## src/rtl/opc5ls_uart_if.sv

```systemverilog
// OPC5LS CPU bus as seen by a memory-mapped peripheral.
// The CPU drives address/data/direction; the peripheral returns read data and its select.
interface opc5ls_uart_if;
   logic [15:0] address;
   logic [15:0] wdata;
   logic        rnw;
   logic [15:0] rdata;
   logic        sel;

   modport master (output address, output wdata, output rnw, input rdata, input sel);
   modport slave  (input address, input wdata, input rnw, output rdata, output sel);
endinterface

```

## src/rtl/opc5ls_uart.sv

```systemverilog
// Memory-mapped 8N1 UART for the OPC5LS bus: DATA/STATUS registers, TX shifter,
// RX sampler on a synchronised rxd, and a small RX FIFO. Reads are combinational.
module opc5ls_uart #(
   parameter logic [15:0] BASE_ADDR     = 16'hFE00,
   parameter int unsigned CLKS_PER_BIT  = 217,
   parameter int unsigned RX_FIFO_DEPTH = 4
) (
   input  logic           clk,
   input  logic           reset_b,
   opc5ls_uart_if.slave   bus,
   output logic           txd,
   input  logic           rxd
);
   localparam int unsigned CW   = $clog2(CLKS_PER_BIT);
   localparam int unsigned AW   = $clog2(RX_FIFO_DEPTH);
   localparam int unsigned CNTW = AW + 1;
   localparam logic [CW-1:0]   BIT_LAST  = CW'(CLKS_PER_BIT - 1);
   localparam logic [CW-1:0]   HALF_LAST = CW'(CLKS_PER_BIT / 2 - 1);
   localparam logic [CNTW-1:0] FULL_CNT  = CNTW'(RX_FIFO_DEPTH);

   typedef enum logic [1:0] {TX_IDLE, TX_START, TX_DATA, TX_STOP} tx_state_t;
   typedef enum logic [1:0] {RX_IDLE, RX_START, RX_DATA, RX_STOP} rx_state_t;

   tx_state_t       tx_state;
   logic [CW-1:0]   tx_cnt;
   logic [2:0]      tx_bit;
   logic [7:0]      tx_shift;

   rx_state_t       rx_state;
   logic [CW-1:0]   rx_cnt;
   logic [2:0]      rx_bit;
   logic [7:0]      rx_shift;
   logic [7:0]      rx_byte;
   logic            rx_push;
   logic            ferr_set;
   logic            rx_s1, rx_s2, rx_s3;

   logic [7:0]      mem [RX_FIFO_DEPTH];
   logic [AW-1:0]   wr_ptr, rd_ptr;
   logic [CNTW-1:0] count;
   logic            full, empty, push, pop, ovr_set;
   logic            ovr, ferr;

   logic            hit, data_rd, stat_rd, data_wr;
   logic            data_rd_q, stat_rd_q;
   logic            pop_req, clr_flags;
   logic [15:0]     rdata_c;

   assign hit     = (bus.address[15:1] == BASE_ADDR[15:1]);
   assign data_rd = hit & bus.rnw & ~bus.address[0];
   assign stat_rd = hit & bus.rnw & bus.address[0];
   assign data_wr = hit & ~bus.rnw & ~bus.address[0];
   assign bus.sel = hit;

   // Read side effects fire only on the first cycle of a held access.
   assign pop_req   = data_rd & ~data_rd_q;
   assign clr_flags = stat_rd & ~stat_rd_q;

   always_ff @(posedge clk or negedge reset_b) begin
      if (!reset_b) begin
         data_rd_q <= 1'b0;
         stat_rd_q <= 1'b0;
      end else begin
         data_rd_q <= data_rd;
         stat_rd_q <= stat_rd;
      end
   end

   always_ff @(posedge clk or negedge reset_b) begin
      if (!reset_b) begin
         tx_state <= TX_IDLE;
         txd      <= 1'b1;
         tx_cnt   <= '0;
         tx_bit   <= '0;
         tx_shift <= '0;
      end else begin
         case (tx_state)
            TX_IDLE: begin
               if (data_wr) begin
                  tx_shift <= bus.wdata[7:0];
                  tx_state <= TX_START;
                  txd      <= 1'b0;
                  tx_cnt   <= '0;
               end
            end
            TX_START: begin
               if (tx_cnt == BIT_LAST) begin
                  tx_cnt   <= '0;
                  tx_bit   <= '0;
                  txd      <= tx_shift[0];
                  tx_state <= TX_DATA;
               end else begin
                  tx_cnt <= tx_cnt + 1'b1;
               end
            end
            TX_DATA: begin
               if (tx_cnt == BIT_LAST) begin
                  tx_cnt <= '0;
                  if (tx_bit == 3'd7) begin
                     txd      <= 1'b1;
                     tx_state <= TX_STOP;
                  end else begin
                     tx_bit   <= tx_bit + 1'b1;
                     tx_shift <= {1'b0, tx_shift[7:1]};
                     txd      <= tx_shift[1];
                  end
               end else begin
                  tx_cnt <= tx_cnt + 1'b1;
               end
            end
            TX_STOP: begin
               if (tx_cnt == BIT_LAST) begin
                  tx_cnt   <= '0;
                  tx_state <= TX_IDLE;
               end else begin
                  tx_cnt <= tx_cnt + 1'b1;
               end
            end
         endcase
      end
   end

   always_ff @(posedge clk or negedge reset_b) begin
      if (!reset_b) begin
         rx_s1    <= 1'b1;
         rx_s2    <= 1'b1;
         rx_s3    <= 1'b1;
         rx_state <= RX_IDLE;
         rx_cnt   <= '0;
         rx_bit   <= '0;
         rx_shift <= '0;
         rx_byte  <= '0;
         rx_push  <= 1'b0;
         ferr_set <= 1'b0;
      end else begin
         rx_s1    <= rxd;
         rx_s2    <= rx_s1;
         rx_s3    <= rx_s2;
         rx_push  <= 1'b0;
         ferr_set <= 1'b0;
         case (rx_state)
            RX_IDLE: begin
               if (rx_s3 & ~rx_s2) begin
                  rx_state <= RX_START;
                  rx_cnt   <= '0;
               end
            end
            RX_START: begin
               if (rx_cnt == HALF_LAST) begin
                  rx_cnt   <= '0;
                  rx_bit   <= '0;
                  rx_state <= rx_s2 ? RX_IDLE : RX_DATA;
               end else begin
                  rx_cnt <= rx_cnt + 1'b1;
               end
            end
            RX_DATA: begin
               if (rx_cnt == BIT_LAST) begin
                  rx_cnt   <= '0;
                  rx_shift <= {rx_s2, rx_shift[7:1]};
                  rx_bit   <= rx_bit + 1'b1;
                  if (rx_bit == 3'd7) rx_state <= RX_STOP;
               end else begin
                  rx_cnt <= rx_cnt + 1'b1;
               end
            end
            RX_STOP: begin
               if (rx_cnt == BIT_LAST) begin
                  rx_cnt   <= '0;
                  rx_state <= RX_IDLE;
                  if (rx_s2) begin
                     rx_byte <= rx_shift;
                     rx_push <= 1'b1;
                  end else begin
                     ferr_set <= 1'b1;
                  end
               end else begin
                  rx_cnt <= rx_cnt + 1'b1;
               end
            end
         endcase
      end
   end

   assign full  = (count == FULL_CNT);
   assign empty = (count == '0);
   assign pop   = pop_req & ~empty;
   // A pop in the same cycle frees the slot, so a push into a full FIFO still lands.
   assign push    = rx_push & (~full | pop);
   assign ovr_set = rx_push & full & ~pop;

   always_ff @(posedge clk) begin
      if (push) mem[wr_ptr] <= rx_byte;
   end

   always_ff @(posedge clk or negedge reset_b) begin
      if (!reset_b) begin
         wr_ptr <= '0;
         rd_ptr <= '0;
         count  <= '0;
         ovr    <= 1'b0;
         ferr   <= 1'b0;
      end else begin
         if (push) wr_ptr <= wr_ptr + 1'b1;
         if (pop)  rd_ptr <= rd_ptr + 1'b1;
         case ({push, pop})
            2'b10:   count <= count + 1'b1;
            2'b01:   count <= count - 1'b1;
            default: count <= count;
         endcase
         ovr  <= (ovr  & ~clr_flags) | ovr_set;
         ferr <= (ferr & ~clr_flags) | ferr_set;
      end
   end

   always_comb begin
      rdata_c = '0;
      if (hit) begin
         if (bus.address[0])
            rdata_c = {11'b0, ferr, ovr, full, (tx_state != TX_IDLE), ~empty};
         else if (!empty)
            rdata_c = {8'h00, mem[rd_ptr]};
      end
   end

   assign bus.rdata = rdata_c;
endmodule
```

## src/flat_wrapper.sv

```systemverilog
// flat-port wrapper written by rule: the top's interface ports become plain ports
module opc5ls_uart_flat 
#(
   parameter logic [15:0] BASE_ADDR     = 16'hFE00,
   parameter int unsigned CLKS_PER_BIT  = 217,
   parameter int unsigned RX_FIFO_DEPTH = 4
)
  (clk, reset_b, txd, rxd, bus_address, bus_wdata, bus_rnw, bus_rdata, bus_sel);
  opc5ls_uart_if bus_i ();
  input  logic clk;
  input  logic reset_b;
  output logic txd;
  input  logic rxd;
  input wire logic [$bits(bus_i.address)-1:0] bus_address;
  input wire logic [$bits(bus_i.wdata)-1:0] bus_wdata;
  input wire logic [$bits(bus_i.rnw)-1:0] bus_rnw;
  output wire logic [$bits(bus_i.rdata)-1:0] bus_rdata;
  output wire logic [$bits(bus_i.sel)-1:0] bus_sel;
  assign bus_i.address = bus_address;
  assign bus_i.wdata = bus_wdata;
  assign bus_i.rnw = bus_rnw;
  assign bus_rdata = bus_i.rdata;
  assign bus_sel = bus_i.sel;
  opc5ls_uart #(.BASE_ADDR(BASE_ADDR), .CLKS_PER_BIT(CLKS_PER_BIT), .RX_FIFO_DEPTH(RX_FIFO_DEPTH)) u_core (.clk(clk), .reset_b(reset_b), .bus(bus_i), .txd(txd), .rxd(rxd));
endmodule
```

## config.mk

```make
export PLATFORM = sky130hd
export DESIGN_NAME = opc5ls_uart_flat
export DESIGN_NICKNAME = d
export VERILOG_FILES = /design/src/rtl/opc5ls_uart_if.sv /design/src/rtl/opc5ls_uart.sv /design/src/flat_wrapper.sv
export SDC_FILE = /design/constraint.sdc
export NUM_CORES = 1
export LEC_CHECK = 0
export ABC_CLOCK_PERIOD_IN_PS = 2400
export BUFFER_PORTS_ARGS = -buffer_cell sky130_fd_sc_hd__buf_2
export CORE_MARGIN = 4
export CORE_UTILIZATION = 55
export CTS_BUF_LIST = sky130_fd_sc_hd__clkbuf_8
export DETAILED_ROUTE_END_ITERATION = 6
export HOLD_SLACK_MARGIN = 0.1
export PLACE_DENSITY = 0.79
export RECOVER_POWER = 100
export SLEW_MARGIN = 20
export SYNTH_ARGS = -nofsm -noshare
export SYNTH_HDL_FRONTEND = slang
export SYNTH_SLANG_ARGS = --single-unit
```

## constraint.sdc

```tcl
create_clock -name clk -period 2.4 [get_ports clk]
set_clock_uncertainty 0.2 [all_clocks]
set_input_delay 0.36 -clock clk [delete_from_list [all_inputs] [get_ports clk]]
set_output_delay 0.36 -clock clk [all_outputs]
set_load 0.05 [all_outputs]
```

* Word-level counts from Yosys, hierarchy flattened
Memory sizes are Yosys's and may differ from the RTL's.
Index checks and enable logic that the tools add are counted.
** Cells by class
- Add/sub/neg operators :: 8
- Eq/ne operators :: 26
- Mux-type cells :: 48
- Bitwise gates (word level) :: 26
- Reduce and logical (&&, ||, !) cells :: 19
** Operator list (count)
- two-way mux 8 bit :: 11
- case mux 8 bit (2 select lines) :: 2
- case mux 8 bit (3 select lines) :: 1
- two-way mux 2 bit :: 11
- != test 2 x 1 -> 1 bit, second input constant :: 10
- case mux 3 bit (2 select lines) :: 3
- adder 8 x 1 -> 8 bit, second input constant :: 2
- equality test 8 bit, second input constant :: 2
- case mux 2 bit (4 select lines) :: 2
- equality test 15 bit, second input constant :: 1
- two-way mux 3 bit :: 5
- bitwise AND 1 bit :: 14
- two-way mux 1 bit :: 12
- AND reduction 4 bit :: 3
- equality test 2 bit, second input constant :: 5
- AND reduction 5 bit :: 2
- nonzero test 2 bit :: 5
- adder 3 x 1 -> 3 bit, second input constant :: 3
- equality test 3 bit, second input constant :: 3
- inverter 1 bit :: 9
- equality test 8 x 7 -> 1 bit, second input constant :: 1
- equality test 2 x 1 -> 1 bit, second input constant :: 3
- AND reduction 3 bit :: 2
- adder 2 x 1 -> 2 bit, second input constant :: 2
- 10 further kinds :: 13
** Storage, ports and cells
- Register bits :: 67
- Bits in writable memories :: 32
- Input port bits :: 36
- Output and inout bits :: 18
- Memories :: 1
** Memories
- u_core.mem :: depth 4, width 8, rd ports 1, clocked after Yosys merged registers in 0, write ports 1, line opc5ls_uart.sv:38 : logic [7:0] mem [RX_FIFO_DEPTH];

* Longest topological paths before layout
Gate-level depths: netlist of the first run.
- Word-level depth :: 9
- Depth in mapped cells :: 11
- Gate-level depth less buffers :: 10

* Least setup slack after synthesis of the first run
OpenSTA, ideal clock, no wires.
- Path type :: input-to-output
- Start point :: in bus_address[2]
- End point :: out bus_rdata[5]
- Arrival :: 2.652 ns
- Required time :: 1.840 ns
- Path slack :: -0.812 ns
- Cell stages on the path :: 5
- Cells stage by stage :: nor4_4 -> nand4_1 -> inv_1 -> nand2_1 -> nor3b_1
** Between the ends
- Word-level cells in the longest chain between the ends :: 2
** Ends and longest elaborated chain
- from (decl) :: line flat_wrapper.sv:14 : input wire logic [$bits(bus_i.address)-1:0] bus_address;
- equality test 15 bit :: line opc5ls_uart.sv:49 : assign hit = (bus.address[15:1] == BASE_ADDR[15:1]);
- named net bus_sel :: line flat_wrapper.sv:18 : output wire logic [$bits(bus_i.sel)-1:0] bus_sel;
- two-way mux 8 bit :: line opc5ls_uart.sv:218 : if (hit) begin
- to (decl) :: line flat_wrapper.sv:17 : output wire logic [$bits(bus_i.rdata)-1:0] bus_rdata;
The timed path passes the listed nets, and every way through them passes these cells.

* Final worst setup path of the first run
- Start point :: reg u_core.data_rd_q
- End point :: reg u_core.count[2]
** Between the ends
- Word-level cells in the longest chain between the ends :: 7
- Elaborated cells between the ends (all ways) :: 9
** Ends and longest elaborated chain
- from (decl) :: line opc5ls_uart.sv:45 : logic data_rd_q, stat_rd_q;
- from (signal assigned) :: line opc5ls_uart.sv:64 : data_rd_q <= data_rd;
- inverter 1 bit (*) :: line opc5ls_uart.sv:56 : assign pop_req = data_rd & ~data_rd_q;
- bitwise AND 1 bit (*) :: line opc5ls_uart.sv:56
- bitwise AND 1 bit (*) :: line opc5ls_uart.sv:187 : assign pop = pop_req & ~empty;
- bitwise OR 1 bit :: line opc5ls_uart.sv:189 : assign push = rx_push & (~full | pop);
- bitwise AND 1 bit :: line opc5ls_uart.sv:189
- equality test 2 x 1 -> 1 bit / equality test 2 bit (equally long branches) :: line opc5ls_uart.sv:206 : case ({push, pop})
- case mux 3 bit (2 select lines) / nonzero test 2 bit (equally long branches)
- to (signal assigned) :: line opc5ls_uart.sv:207 : 2'b10: count <= count + 1'b1;
- to (signal assigned) :: line opc5ls_uart.sv:208 : 2'b01: count <= count - 1'b1;
- to (signal assigned) :: line opc5ls_uart.sv:209 : default: count <= count;
- to (decl) :: line opc5ls_uart.sv:40 : logic [CNTW-1:0] count;
Every way passes the cells marked *; elsewhere a longest branch is shown, timed or not.
A chain may end at the register's enable or synchronous reset.

==> summary.md, run 1 <==
| Metric | Value |
|---|---|
| Run status | complete, but fails checks |
| Failing checks | negative setup slack |
| Top cells by area, synth | dfrtp_1 33%, edfxtp_1 20%, ha_1 5.4% |
| Wire per inst | between 15 and 20 um |
| Final Max Tran Viols | 0 |
| Combinational power share | 0.306 |
| Pleak | 2.66 nW |
| Tightest Pin Transition | 1.47 ns |
| Most frequent cell after synthesis | dfrtp_1 |
| WS Path Type | flop to flop |
| Diodes inserted | 0 |
| Final ANT Viol Nets | 0 |
| Drt pass-1 iters | 4 |
| Final setup violation count | 1 |
| CP max stage cell | dfrtp_1 |
| # IOs | between 50 and 60 |
| Relative slew margins | 0.0213 |
| Num CTS Buffers | 9 |
| Largest net degree at the start of global routing | between 60 and 70 |
| Hold Slack | between 0.1 and 0.15 ns |
| All-Layer GR Usage | 0.190 |
| Req. time, crit path | between 2 and 2.5 ns |
| Skew-Pair Late Insertion Delay | ~0.36 ns |
| DRC | 0 |
| Vias in the first global route | 3300 |
| Tmin final | ~2.4 ns |
| RSZ-0062 raised after global routing | yes |
| EDFF count, synth | 32 |
| M1 GR Usage | 0.251 |
| Total gr overflow | 0 |
| Post-synth cell types | approximately 60 |
| Fmax | between 0.4 and 0.5 GHz |
| Reg2reg path depth | 9 |
| Fillcell total | roughly 570 |
| Worst hold stages | 3 |
| H-tree depth | 3 |
| DRT iter0 DRCs | between 100 and 150 |
| Max_cap viols | 0 |
| Worst setup EP type | flop |
| Row Count | 33 |
| CTS max path bufs | 2 |
| Async S/R FF share, synth | 0.677 |
| WP data arrival | ~2.5 ns |
| Core ar. | approximately 0.0084 sq mm |
| Initial antenna violation count | 0 |
| Routed WL | roughly 9.3 mm |
| Yosys top cell area share | 0.325 |
| Area Growth Syn to Fin | 18.5% |
| Syn Area/Cell | 12.0 sq um |
| Worst-path cell chain | nor3b_2 -> nand2_1 -> or2_4 -> nor2_4 -> nand2_2 -> fa_2 -> nand2b_4 -> mux2_4 -> a211o_1 |
| Yosys reg bits | between 90 and 100 |
| Layout cells sized above 1 | 0.305 |
| HP Class | input port to flop |
| Syn Std Cell Area | between 0.004 and 0.005 sq mm |
| Vias per inst | 5.63 |
| Reg clk slew, reported paths | about 0.10 ns |
| IR drop worst, VDD | around 0.54 mV |
| Register area share after synthesis | 0.545 |
| Critical Path Start Type | flop |
| Post-Layout Cell Count | around 590 |
| Via Count | roughly 3300 |
| Pre-CTS WS | -0.326 ns |
| Buffers on Ports | 37 |
| Yosys warns | 0 |
| Starting density of the core | 0.578 |
| Synth cell count leaders | 63 x dfrtp_1, 32 x edfxtp_1, 28 x nand2_1 |
| Final Hold Violating Endpoints | 0 |
| Detailed placement HPWL | approximately 6.8 mm |
| Clock group share of total power | 0.230 |
| Largest area contributor in the netlist | dfrtp_1 |
| Busiest layer in global routing | met2 |
| Net Sw Frac | 0.343 |
| Root buf cell | clkbuf_8 |
| First-pass GRT wire length | 15.4 mm |
| Crit-path max cell delay | 0.38 ns |
| Die ar. | slightly above 0.01 sq mm |
| TritonCTS clock tree | yes |
| Crit path max fanout | 3 |
| Met2 Usage GRT | 0.319 |
| PD cells | ~760 mW/mm^2 |
| GP Congestion | around 0.84 |
| Final period utilization | 1.00 |
| P_sw | approximately 0.0015 W |
| NumNets Final | about 540 |
| Pint | about 0.0029 W |
| Die Width | 102 um |
| Top_reg_cell synth | dfrtp_1 |
| Met3 usage | 0.0382 |
| Gate Count Post-Synth | around 410 |
| Seq pwr share | 0.464 |
| PnR worst setup slack | -0.00534 ns |
| Die Y | just over 100 um |
| CTS Sinks | between 90 and 100 |
| DP Cell Count | between 500 and 600 |
## cells in the final DEF (no fill, tap or decap), types with 4 or more instances in the layout
cell type and instances:
dfrtp_1 63, buf_4 35, edfxtp_1 32, buf_2 31
nand2_1 26, nor2_1 24, o21ai_0 24, inv_1 22
ha_1 21, mux2_2 20, a21oi_1 18, nand3_1 12
clkbuf_8 11, mux4_2 8, mux2i_1 8, conb_1 8
buf_6 7, o31ai_1 6, and3_1 6, a22o_1 6
nor3_1 5, and2_1 5, a21o_1 5, nand2b_1 4
dlygate4sd3_1 4
## power groups by stage
stage | clock network (W) | registers, W | logic [W]
5_1_grt | 0.00110 | 0.00205 | 0.00150
3_3_place_gp | 0 | 0.00204 | 0.00126
3_5_place_dp | 0 | 0.00206 | 0.00131
2_1_floorplan | 0 | 0.00204 | 0.000981
6_report | 0.00100 | 0.00202 | 0.00133
4_1_cts | 0.00102 | 0.00202 | 0.00133
## sequential cells by signal (all words and copies together) (netlist names), 2 cells and up, named ones only
signal	flops
u_core.count	3
u_core.wr_ptr	2
u_core.rx_cnt	8
u_core.rx_shift	8
u_core.tx_shift	8
u_core.tx_state	2
u_core.rx_byte	8
u_core.rx_bit	3
u_core.tx_bit	3
u_core.mem	32
u_core.rd_ptr	2
u_core.tx_cnt	8
## what timing repair did
item / CTS / global route
hold buffers: 4 / 0
buffers inserted: 0 / 1
gates resized for setup: 10 / 15
setup endpoints to repair: 9 / 17
hold endpoints to repair: 66 / 0
pin swaps: 2 / 3
cloned: 0 / 0
## cell families (layout without fill, tap and decap cells)
family          count (synthesis)  in the layout  synth area share
simple gates                  116            116             0.130
buf+inv                        42            118            0.0410
fa+ha+maj                      22             22            0.0583
compound gates                 82             82             0.111
mux                            37             37             0.103
other cells                     1              8          0.000774
flops                          99             99             0.545
xor+xnor                        6              6            0.0108
## path summary, 6_finish.rpt
kind                                   from            endpoint  slack (ns)
setup / recovery           u_core.data_rd_q     u_core.count[2]      -0.005
hold / removal                 bus_wdata[1]  u_core.tx_shift[1]        0.12
setup reg to reg           u_core.data_rd_q     u_core.count[2]      -0.005
hold reg to reg                u_core.rx_s1        u_core.rx_s2        0.17
max in group asynchronous           reset_b    u_core.data_rd_q        0.32
min in group asynchronous           reset_b     u_core.count[1]        0.75
## area by class of cell
| type | instances | area [sq um] | area share |
|---|---|---|---|
| clock buffer | 11 | 151 | 0.0264 |
| clock inverter | 5 | 35.0 | 0.00610 |
| inverter | 23 | 88.8 | 0.0155 |
| multi-input combinational | 271 | 2130 | 0.371 |
| sequential | 99 | 2640 | 0.460 |
| tap | 105 | 131 | 0.0229 |
| timing repair buffer | 79 | 561 | 0.0976 |
## per-stage QoR
step	util	total power, W	TNS (ns)	area (sq um)
after floorplan	-	0.00302	-0.268	4940
after global placement	0.650	0.00330	-0.428	5450
after detailed placement	0.650	0.00337	-1.20	5450
after CTS	0.680	0.00437	-0.0343	5700
after global routing	0.685	0.00465	-2.15	5740
final	0.685	0.00436	-0.00534	5740
## worst max-delay path, delay by kind of cell, from the launching register on
family,cells,cell delay [ns]
AND/OR/NAND/NOR,6,0.85
AO/OA/AOI/OAI,1,0.26
multiplexers,1,0.26
flip-flops,1,0.38
adder cells (fa/ha/maj),1,0.36
## metal layers
metal,routed length [um],vias to the layer above
met2,4610,72
met3,421,13
met1,4150,1641
li1,-,1612
met5,0,-
met4,108,0
(Power assumes the default switching activity.)
==> inputs of run 2 (changes only) <==
- CELL_PAD_IN_SITES_DETAIL_PLACEMENT: not set -> 2
- CELL_PAD_IN_SITES_GLOBAL_PLACEMENT: not set -> 2
- CORE_UTILIZATION: 55 -> 37
- PLACE_DENSITY: 0.79 -> not set
- PLACE_DENSITY_LB_ADDON: not set -> 0.1
==> summary.md, run 2 (synthesis gave the netlist of run 1 again) <==
| Metric | Value |
|---|---|
| Routed WL | 12.8 mm |
| Buffers on Ports | 37 |
| M1 GR Usage | 0.225 |
| Reg2reg start | u_core.data_rd_q |
| Failing checks | negative setup slack |
| DRC | 0 |
| Row Count | just over 40 |
| WS Path Type | flop to primary output |
| Reg2reg path depth | 9 |
| Crit path to | bus_rdata[2] |
| Top reg by flops | u_core.mem |
| DRT iter0 DRCs | 80 |
| CTS Sinks | 99 |
| Fin area | between 0.006 and 0.007 sq mm |
| NumNets Final | between 500 and 600 |
| Placed standard-cell area | 0.00555 sq mm |
| Final setup violation count | 2 |
| Worst r2r dst | u_core.count[2] |
| Vias per inst | 5.16 |
| Most frequent cells in the layout | 62 x dfrtp_1, 42 x buf_4, 32 x edfxtp_1 |
| Die ar. | around 0.015 sq mm |
| Final period utilization | 1.00 |
| Leading cell type in the layout, fill and taps excluded | dfrtp_1 |
| DP Cell Count | ~640 |
| Reg clk slew, reported paths | 0.10 ns |
| Largest net degree at the start of global routing | 44 |
| Via Count | 3482 |
| H-tree depth | 3 |
| Max reg flops | 32 |
| WP data arrival | ~1.9 ns |
| IR drop worst, VDD | approximately 0.34 mV |
| TritonCTS clock tree | yes |
| Drt pass-1 iters | 4 |
| Wire per inst | between 15 and 20 um |
| Run status | complete, but fails checks |
| Fmax | just over 0.4 GHz |
| Area Growth Syn to Fin | 24.0% |
| Final ANT Viol Nets | 0 |
| Reg2Reg Setup Slack | 0 ns |
| Total gr overflow | 0 |
| Max_cap viols | 0 |
| Met2 Usage GRT | 0.316 |
| Root buf cell | clkbuf_8 |
| Post-Layout Cell Count | 675 |
| Met3 usage | 0.0373 |
| HP Class | input port to flop |
| PD cells | approximately 760 mW/mm^2 |
| Req. time, crit path | 1.84 ns |
| Vias in the first global route | ~4000 |
| First-pass GRT wire length | roughly 21 mm |
| Busiest layer in global routing | met2 |
| CP startpoint | u_core.rd_ptr[0] |
| CTS max path bufs | 2 |
| Relative slew margins | 0.0430 |
| Layout cells sized above 1 | 0.320 |
| Pwr Total | around 0.0046 W |
| Tightest Pin Transition | 1.44 ns |
| Pleak | between 2 and 3 nW |
| All-Layer GR Usage | 0.179 |
| Die Width | between 100 and 150 um |
| # IOs | 54 |
| Detailed placement HPWL | approximately 9 mm |
| Setup TNS | -0.0114 ns |
| Tmin final | roughly 2.4 ns |
| Num CTS Buffers | 9 |
| Critical Path Start Type | flop |
| Worst setup EP type | primary output |
| RSZ-0062 raised after global routing | yes |
| Crit path max fanout | 5 |
| Final Max Tran Viols | 0 |
| Diodes inserted | 0 |
| PnR worst setup slack | -0.00674 ns |
| Final Hold Violating Endpoints | 0 |
| Starting density of the core | 0.381 |
| GP Congestion | 0.766 |
| Die Y | 122 um |
| Initial antenna violation count | 0 |
| Core ar. | 0.0127 sq mm |
| Skew-Pair Late Insertion Delay | 0.39 ns |
==> run 2: where the power goes <==
part | internal (W) | switching (W) | leakage, nW | total, W
Clock | 0.000405 | 0.000661 | 0.0973 | 0.00107
Combinational | 0.000574 | 0.000893 | 1.40 | 0.00147
Sequential | 0.00189 | 0.000132 | 1.25 | 0.00203
Total | 0.00287 | 0.00169 | 2.75 | 0.00456
==> run 2: how the worst min path moves through the flow <==
| stage | from | end | slack, ns | depth (start not counted) |
|---|---|---|---|---|
| final | bus_wdata[6] | u_core.tx_shift[6] | 0.15 | 3 |
| after detailed placement | u_core.rx_s1 | u_core.rx_s2 | 0.15 | 0 |
| after floorplan | reset_b | asynchronous set/reset pin | -0.14 | 0 |
| after global routing | u_core.rx_s1 | u_core.rx_s2 | 0.18 | 0 |
| after CTS | bus_wdata[6] | u_core.tx_shift[6] | 0.15 | 3 |
| after global placement | u_core.rx_s1 | u_core.rx_s2 | 0.15 | 0 |
==> run 2: layout make-up <==
type	count	area [sq um]
flip-flops and latches	99	2640
clock buffers	9	124
well taps	172	215
inverters	23	88.8
clock inverters	7	66.3
fillers	1330	6710
multi-input cells	271	2170
repair buffers	94	703
==> run 2: critical path: stages (launching register included) <==
cell and delay [ns]:
dfrtp_2 0.43, clkbuf_16 0.17, mux4_2 0.51, o21ai_2 0.15
nor2_2 0.07, buf_6 0.15
==> run 2: routing by layer <==
| metal | part of all wire | up-vias |
|---|---|---|
| li1 | - | 1635 |
| met1 | 0.44 | 1802 |
| met2 | 0.52 | 36 |
| met3 | 0.029 | 9 |
| met4 | 0.0087 | 0 |
| met5 | 0 | - |
==> run 2: metrics by stage <==
stage | setup slack (ns) | hold WS [ns] | util
after global routing | -0.114 | 0.176 | 0.473
after CTS | -0.0227 | 0.146 | 0.465
after floorplan | -0.213 | -0.136 | -
after global placement | -0.289 | 0.146 | 0.436
final | -0.00674 | 0.153 | 0.473
after detailed placement | -0.311 | 0.147 | 0.436
==> run 2: repair_timing <==
action	4_1_cts	5_1_grt
endpoints found under the hold margin	74	0
pin swaps	5	6
endpoints found under the setup margin	11	18
hold buffers	9	0
gates cloned	0	1
buffers inserted	3	3
resized for setup	21	13
==> inputs of run 3 (changes only) <==
- SLEW_MARGIN: 20 -> 10
- TNS_END_PERCENT: not set -> 20
==> summary.md, run 3 (synthesis gave the netlist of run 1 again) <==
| Metric | Value |
|---|---|
| Pwr Total | roughly 0.0046 W |
| Via Count | 3489 |
| Crit path max fanout | 4 |
| All-Layer GR Usage | 0.180 |
| Run status | complete, but fails checks |
| Die Width | 122 um |
| Die ar. | ~0.015 sq mm |
| Req. time, crit path | 1.84 ns |
| GP Congestion | 0.775 |
| Largest net degree at the start of global routing | 57 |
| Leading cell type in the layout, fill and taps excluded | dfrtp_1 |
| Diodes inserted | 0 |
| Skew-Pair Late Insertion Delay | between 0.3 and 0.4 ns |
| Hold Path Origin | bus_wdata[6] |
| Final period utilization | 1.01 |
| Max reg flops | 32 |
| Routed WL | 12.5 mm |
| Area Growth Syn to Fin | 23.9% |
| Most frequent cells in the layout | 62 x dfrtp_1, 42 x buf_4, 32 x edfxtp_1 |
| WP data arrival | about 1.9 ns |
| Reg2reg start | u_core.data_rd_q |
| Final Hold Violating Endpoints | 0 |
| Relative slew margins | 0.467 |
| Reg2reg path depth | 9 |
| DRC | 0 |
| # IOs | 54 |
| Reg2Reg Setup Slack | -0.01 ns |
| Reg clk slew, reported paths | ~0.1 ns |
| Worst setup EP type | primary output |
| Tmin final | ~2.4 ns |
| P_sw | approximately 0.0017 W |
| CTS max path bufs | 2 |
| Area of the multi-input gates | between 0.002 and 0.0025 sq mm |
| Net Sw Frac | 0.367 |
| Buffers on Ports | 37 |
| Die Y | around 120 um |
| Vias per inst | about 5.2 |
| WHS Endpoint | u_core.tx_shift[6] |
| First-pass GRT wire length | around 21 mm |
| Total gr overflow | 0 |
| NumNets Final | approximately 560 |
| Pint | around 0.0029 W |
| H-tree depth | 3 |
| Top reg by flops | u_core.mem |
| Starting density of the core | 0.381 |
| Seq pwr share | 0.442 |
| DRT iter0 DRCs | approximately 110 |
| Final Max Tran Viols | 0 |
| Failing checks | negative setup slack |
| PnR worst setup slack | -0.0214 ns |
| Combinational power share | 0.319 |
| Util after Layout | 0.472 |
| Initial antenna violation count | 0 |
| Worst hold stages | 3 |
| TritonCTS clock tree | yes |
| Wire per inst | ~18 um |
| IR drop worst, VDD | 0.457 mV |
| Root buf cell | clkbuf_8 |
| Row Count | between 40 and 50 |
| Num CTS Buffers | 9 |
| Final setup violation count | 3 |
| Fillcell total | approximately 1300 |
| Clock group share of total power | 0.239 |
| RSZ-0062 raised after global routing | yes |
| Setup TNS | -0.0416 ns |
| CP startpoint | u_core.rd_ptr[0] |
| HP Class | input port to flop |
| Pleak | around 2.7 nW |
| Fmax | approximately 0.41 GHz |
| Sequential cell area | 0.00264 sq mm |
| Detailed placement HPWL | a little over 9 mm |
| Vias in the first global route | approximately 4000 |
| Drt pass-1 iters | 4 |
| Layout cells sized above 1 | 0.315 |
| Max_cap viols | 0 |
| Tightest Pin Transition | 0.800 ns |
| Core ar. | roughly 0.013 sq mm |
| Final ANT Viol Nets | 0 |
| PD cells | 766 mW/mm^2 |
| Critical Path Start Type | flop |
| WS Path Type | flop to primary output |
| CTS Sinks | 99 |
| Worst r2r dst | u_core.count[2] |
run 3: stage by stage:
step	cell area, sq um	std cells	hold slack, ns	setup slack [ns]
floorplan	4930	412	-0.136	-0.214
global placement	5570	645	0.0917	-0.284
detailed placement	5570	645	0.0874	-0.355
CTS	6000	676	0.128	-0.0614
global route	6000	676	0.138	-0.147
finish	6000	676	0.144	-0.0214
run 3: power by group through the flow:
stage | Sequential (W) | Combinational [W] | Clock, W
2_1_floorplan | 0.00204 | 0.000981 | 0
3_3_place_gp | 0.00205 | 0.00138 | 0
3_5_place_dp | 0.00207 | 0.00146 | 0
4_1_cts | 0.00203 | 0.00149 | 0.00117
5_1_grt | 0.00206 | 0.00166 | 0.00124
6_report | 0.00203 | 0.00147 | 0.00110
run 3: repair_timing:
item | 4_1_cts | 5_1_grt
gates cloned | 1 | 0
hold buffers | 9 | 0
setup endpoints to repair | 10 | 17
buffers inserted | 5 | 0
pin swaps | 5 | 2
resized for setup | 22 | 8
hold endpoints to repair | 72 | 0
run 3: layer usage:
metal	share of wire	global-route usage	wire length, um
met4	0.011	0.0483	136
met5	0	0	0
met2	0.54	0.326	6690
met1	0.42	0.216	5260
met3	0.032	0.0396	405
run 3: how the worst max path moves through the flow:
stage / end / slack, ns
2_1_floorplan: u_core.count[2] / -0.21
3_3_place_gp: u_core.count[2] / -0.28
3_5_place_dp: u_core.count[2] / -0.35
4_1_cts: bus_rdata[7] / -0.06
5_1_grt: u_core.count[2] / -0.15
6_report: bus_rdata[7] / -0.02
run 3: area by class of cell:
cell class              instances  share of cell area
repair buffers                 95               0.121
multi-input cells             271               0.355
well taps                     172              0.0358
flip-flops and latches         99               0.440
clock inverters                 6              0.0108
inverters                      23              0.0144
clock buffers                  10              0.0229
run 3: worst max-delay path, cell delays in order, from the launching register on:
cell,delay [ns]
dfrtp_2,0.43
buf_12,0.12
buf_16,0.10
mux4_2,0.51
nor3b_4,0.17
buf_6,0.15
